--- src/rtl/tmu_conf_sequencer.sv ---
// Shadow/active configuration sequencer for one TMU: buffers config writes, drains the
// fragment pipeline on commit, then swaps all registers atomically. Optional: TMU_CONF_SKIP_UNCHANGED_EN.
module tmu_conf_sequencer #(
   parameter int PIPELINE_DEPTH = 11,
   parameter int PIXEL_WIDTH    = 32
) (
   input  logic                   aclk,
   input  logic                   reset,
   input  logic                   s_cfg_valid,
   output logic                   s_cfg_ready,
   input  logic [2:0]             s_cfg_sel,
   input  logic [31:0]            s_cfg_data,
   input  logic                   frag_valid_in,
   output logic                   frag_stall,
   output logic [31:0]            confFunc,
   output logic [PIXEL_WIDTH-1:0] confTextureEnvColor,
   output logic [31:0]            confTextureConfig,
   output logic                   confEnable,
   output logic                   commit_done,
   output logic                   busy
);

   typedef enum logic [1:0] {IDLE, DRAIN, COMMIT} state_t;

   localparam logic [2:0] SEL_FUNC   = 3'd0;
   localparam logic [2:0] SEL_ENV    = 3'd1;
   localparam logic [2:0] SEL_TEX    = 3'd2;
   localparam logic [2:0] SEL_ENABLE = 3'd3;
   localparam logic [2:0] SEL_COMMIT = 3'd4;

   state_t                  r_state;
   logic [PIPELINE_DEPTH-1:0] r_pipe;
   logic                    r_stall;
   logic                    r_done;

   logic [31:0]             r_sh_func;
   logic [PIXEL_WIDTH-1:0]  r_sh_env;
   logic [31:0]             r_sh_tex;
   logic                    r_sh_en;

   logic [31:0]             r_act_func;
   logic [PIXEL_WIDTH-1:0]  r_act_env;
   logic [31:0]             r_act_tex;
   logic                    r_act_en;

   logic w_accept;
   logic w_frag_take;
   logic w_pipe_empty;
   logic w_unchanged;

   assign s_cfg_ready  = (r_state == IDLE);
   assign w_accept     = s_cfg_valid && s_cfg_ready;
   assign w_frag_take  = frag_valid_in && !r_stall;
   assign w_pipe_empty = (r_pipe == '0);
   assign w_unchanged  = (r_sh_func == r_act_func) && (r_sh_env == r_act_env) &&
                         (r_sh_tex == r_act_tex) && (r_sh_en == r_act_en);

   assign frag_stall          = r_stall;
   assign commit_done         = r_done;
   assign busy                = (r_state != IDLE);
   assign confFunc            = r_act_func;
   assign confTextureEnvColor = r_act_env;
   assign confTextureConfig   = r_act_tex;
   assign confEnable          = r_act_en;

   // Each set bit is a fragment still inside the TMU; the oldest falls off the top.
   always_ff @(posedge aclk or posedge reset) begin
      if (reset) begin
         r_pipe <= '0;
      end else begin
         r_pipe <= (r_pipe << 1) | PIPELINE_DEPTH'(w_frag_take);
      end
   end

   // NOTE: every register in this block uses <= so all of them sample pre-edge values,
   // which is what makes the shadow-to-active copy atomic.
   always_ff @(posedge aclk or posedge reset) begin
      if (reset) begin
         r_state    <= IDLE;
         r_stall    <= 1'b0;
         r_done     <= 1'b0;
         r_sh_func  <= '0;
         r_sh_env   <= '0;
         r_sh_tex   <= '0;
         r_sh_en    <= 1'b0;
         r_act_func <= '0;
         r_act_env  <= '0;
         r_act_tex  <= '0;
         r_act_en   <= 1'b0;
      end else begin
         r_done <= 1'b0;
         case (r_state)
            IDLE: begin
               if (w_accept) begin
                  case (s_cfg_sel)
                     SEL_FUNC:   r_sh_func <= s_cfg_data;
                     SEL_ENV:    r_sh_env  <= PIXEL_WIDTH'(s_cfg_data);
                     SEL_TEX:    r_sh_tex  <= s_cfg_data;
                     SEL_ENABLE: r_sh_en   <= s_cfg_data[0];
                     SEL_COMMIT: begin
`ifdef TMU_CONF_SKIP_UNCHANGED_EN
                        if (w_unchanged) begin
                           r_done <= 1'b1;
                        end else begin
                           r_state <= DRAIN;
                           r_stall <= 1'b1;
                        end
`else
                        r_state <= DRAIN;
                        r_stall <= 1'b1;
`endif
                     end
                     default: ;
                  endcase
               end
            end
            DRAIN: begin
               if (w_pipe_empty) r_state <= COMMIT;
            end
            COMMIT: begin
               r_act_func <= r_sh_func;
               r_act_env  <= r_sh_env;
               r_act_tex  <= r_sh_tex;
               r_act_en   <= r_sh_en;
               r_done     <= 1'b1;
               r_stall    <= 1'b0;
               r_state    <= IDLE;
            end
            default: r_state <= IDLE;
         endcase
      end
   end

`ifndef TMU_CONF_SKIP_UNCHANGED_EN
   logic w_unused;
   assign w_unused = w_unchanged;
`endif

endmodule

--- config.mk ---
export PLATFORM = sky130hd
export DESIGN_NAME = tmu_conf_sequencer
export DESIGN_NICKNAME = d
export VERILOG_FILES = /design/src/rtl/tmu_conf_sequencer.sv
export SDC_FILE = /design/constraint.sdc
export NUM_CORES = 1
export LEC_CHECK = 0
export CORE_MARGIN = 2
export CORE_UTILIZATION = 49
export CTS_BUF_LIST = sky130_fd_sc_hd__clkbuf_8
export DETAILED_ROUTE_END_ITERATION = 8
export GPL_TIMING_DRIVEN = 0
export PLACE_DENSITY_LB_ADDON = 0.25
export SYNTH_ARGS = -nofsm -noshare
export SYNTH_HDL_FRONTEND = slang
export SYNTH_SLANG_ARGS = --single-unit
--- constraint.sdc ---
create_clock -name aclk -period 8.4 [get_ports aclk]
set_input_delay 2.52 -clock aclk [delete_from_list [all_inputs] [get_ports aclk]]
set_output_delay 2.52 -clock aclk [all_outputs]
set_load 0.05 [all_outputs]
==> run metrics <==
status=finished, final reports clean; antenna cells=0; Worst Reg-to-Reg Cells=7; Distinct cells, synth=21; final WL=17200 um; CTS tree=built; worst reg2reg path endpoint=confFunc[20]; commonest cells after routing, fill and taps aside=nand2_1 (292), dfrtp_1 (209), clkdlybuf4s50_1 (139), mux2_2 (97), clkbuf_8 (47); register area=5230 um^2; slew at the pin closest to its max-slew limit=791 ps; FILL cells=1189; type of the tightest min-delay check=reg2reg; DR pass1 iterations=4; Cells after Synth=649; Syn-to-layout area delta=30.9%; dpl ws=4010 ps; Core Area=15300 um^2; critical path required time=5880 ps; cts hold-fix bufs=0; register bit total from synthesis=209; CP Max Fanout=6; clock-pin slew on the worst setup and hold paths=60 ps; vias in the first global route=approximately 5500; EDFF count, synth=0; Synth Warn #=0; first-pass GRT wire length=27700 um; Detailed Route Iter0 Violations=261; final setup TNS=0 ps; Synth Net Count=688; Die X=about 130 um; GRT overflow=0; worst skew pair latency=~500 ps; layout cells sized above 1=19.4%; die area=16700 um^2; Leak=between 4 and 5 nW; Cells after DPL=1000; Nets=roughly 860; Worst Hold Endpoint=r_pipe[1]; Clock Skews=~15 ps; Final Instance Count excl. Fillers=1057; setup ws final=3950 ps; Worst setup EP type=primary output; Wirelength per Cell=16.3 um; number of remaining DRC errors=0; Relative slew margins=a little under half; Post-CTS Setup Inserts=0; crit path kind=reg2out; largest net degree at the start of global routing=120; Crit path arrival time=1930 ps; type of origin of the critical path=register; area of the multi-input gates=2310 um^2; Syn Std Cell Area=7690 um^2; routed via count=roughly 5200; # resized after CTS=0; Placer Congestion=0.745; Sink Count=209; # IOs=140; synthesized area per cell=around 12 um^2; most common cell after layout, fill and taps aside=nand2_1; hold_sp=r_pipe[0]; Max clock buf depth=3; final worst-path cycle share=53.0%; vias per cell=roughly 4.9; Pwr Density=435 nW/um^2; Reg2Reg Launch Point=r_state[0]; Achievable Freq=0.225 GHz; reg2reg setup slack=6440 ps; Num CTS Buffers=34; Final Max Slew Viols=0; CTS H-tree depth=2; Final Hold Violating Endpoints=0; maximum vdd drop=~290 uV; Tot GR Track Use=between 20% and 30%; ys async rst share=100%; final critical-path required period=4450 ps; port buffer count=139; Max Cap Viol=0; Initial Util=50.4%; Die H=129 um; placed wire-length estimate=11600 um; final setup fails=0; antenna violations before repair=0; Routed Antenna Nets=0; Hold Path Cell Cnt=0; Main synth FF type=dfrtp_1; RSZ-0062 raised after global routing=false; root buf cell=clkbuf_8; fin util=66.0%; sequential share of the synthesized area=68.0%; Core Rows=45
-- worst max-delay path, stage by stage, from the launching register on --
cell and delay [ps]:
dfrtp_1 440, nor2_1 170, clkdlybuf4s50_1 820
-- sequential cells by signal, summed over array words and instances, names as in the netlist --
| signal | count |
|---|---|
| confFunc | 32 |
| confTextureConfig | 32 |
| confTextureEnvColor | 32 |
| r_sh_env | 32 |
| r_sh_func | 32 |
| r_sh_tex | 32 |
| r_pipe | 11 |
| r_state | 2 |
| commit_done | 1 |
| confEnable | 1 |
| frag_stall | 1 |
| r_sh_en | 1 |
-- how the worst max path moves through the flow --
stage	start	to	slack [ps]	cells after the start
floorplan	reset	commit_done	170	1
CTS	r_state[0]	s_cfg_ready	3910	2
global route	r_state[0]	s_cfg_ready	3880	2
global placement	reset	r_pipe[5]	-1950	2
detailed placement	s_cfg_sel[2]	r_sh_env[19]	4010	5
finish	r_state[0]	s_cfg_ready	3950	2
-- logic make-up after synthesis --
| group | count (synthesis) | synth area share [%] |
|---|---|---|
| buffers and inverters | 34 | 1.95 |
| multiplexers | 97 | 14.2 |
| AND/OR/NAND/NOR | 306 | 15.6 |
| AO/OA/AOI/OAI | 3 | 0.260 |
| flip-flops | 209 | 68.0 |
-- layer usage --
layer / track usage (%) / vias to the layer above / part of all wire, %
met5: 0 / - / 0
met4: 7.80 / 0 / 1.8
met3: 5.37 / 26 / 6.0
met2: 35.6 / 133 / 49
met1: 27.2 / 2621 / 43
li1: - / 2426 / -
-- report_power, final --
| part | leakage, nW | switching (mW) | internal (mW) |
|---|---|---|---|
| Clock | 0.386 | 0.376 | 0.494 |
| Sequential | 2.63 | 0.261 | 1.47 |
| Combinational | 1.89 | 1.13 | 0.648 |
| Total | 4.90 | 1.77 | 2.62 |
-- metrics by stage --
step | hold WS, ps | total power, mW | instance area (um^2)
finish | 372 | 4.38 | 10100
global route | 374 | 4.61 | 10100
CTS | 376 | 4.42 | 10100
detailed placement | 361 | 3.54 | 9380
global placement | 362 | 3.47 | 9350
floorplan | 354 | 2.89 | 7690
-- layout make-up --
cell class / count / area share, %
buffer: 30 / 1.34
clock inverter: 10 / 0.422
multi-input combinational: 406 / 22.9
clock buffer: 47 / 6.42
timing repair buffer: 140 / 14.1
inverter: 4 / 0.224
tap: 211 / 2.62
sequential: 209 / 51.9
-- synthesized netlist by cell type, types with 2 or more instances --
master	n	area, um^2
nand2_1	292	1100
dfrtp_1	209	5230
nand3b_1	2	15.0
buf_2	9	45.0
nor2_1	3	11.3
buf_4	3	22.5
buf_1	4	15.0
nor4_1	2	12.5
mux2_2	97	1090
clkbuf_1	14	52.6
inv_1	3	11.3
nand3_1	2	10.0
Power figures use the tool's default switching activity.
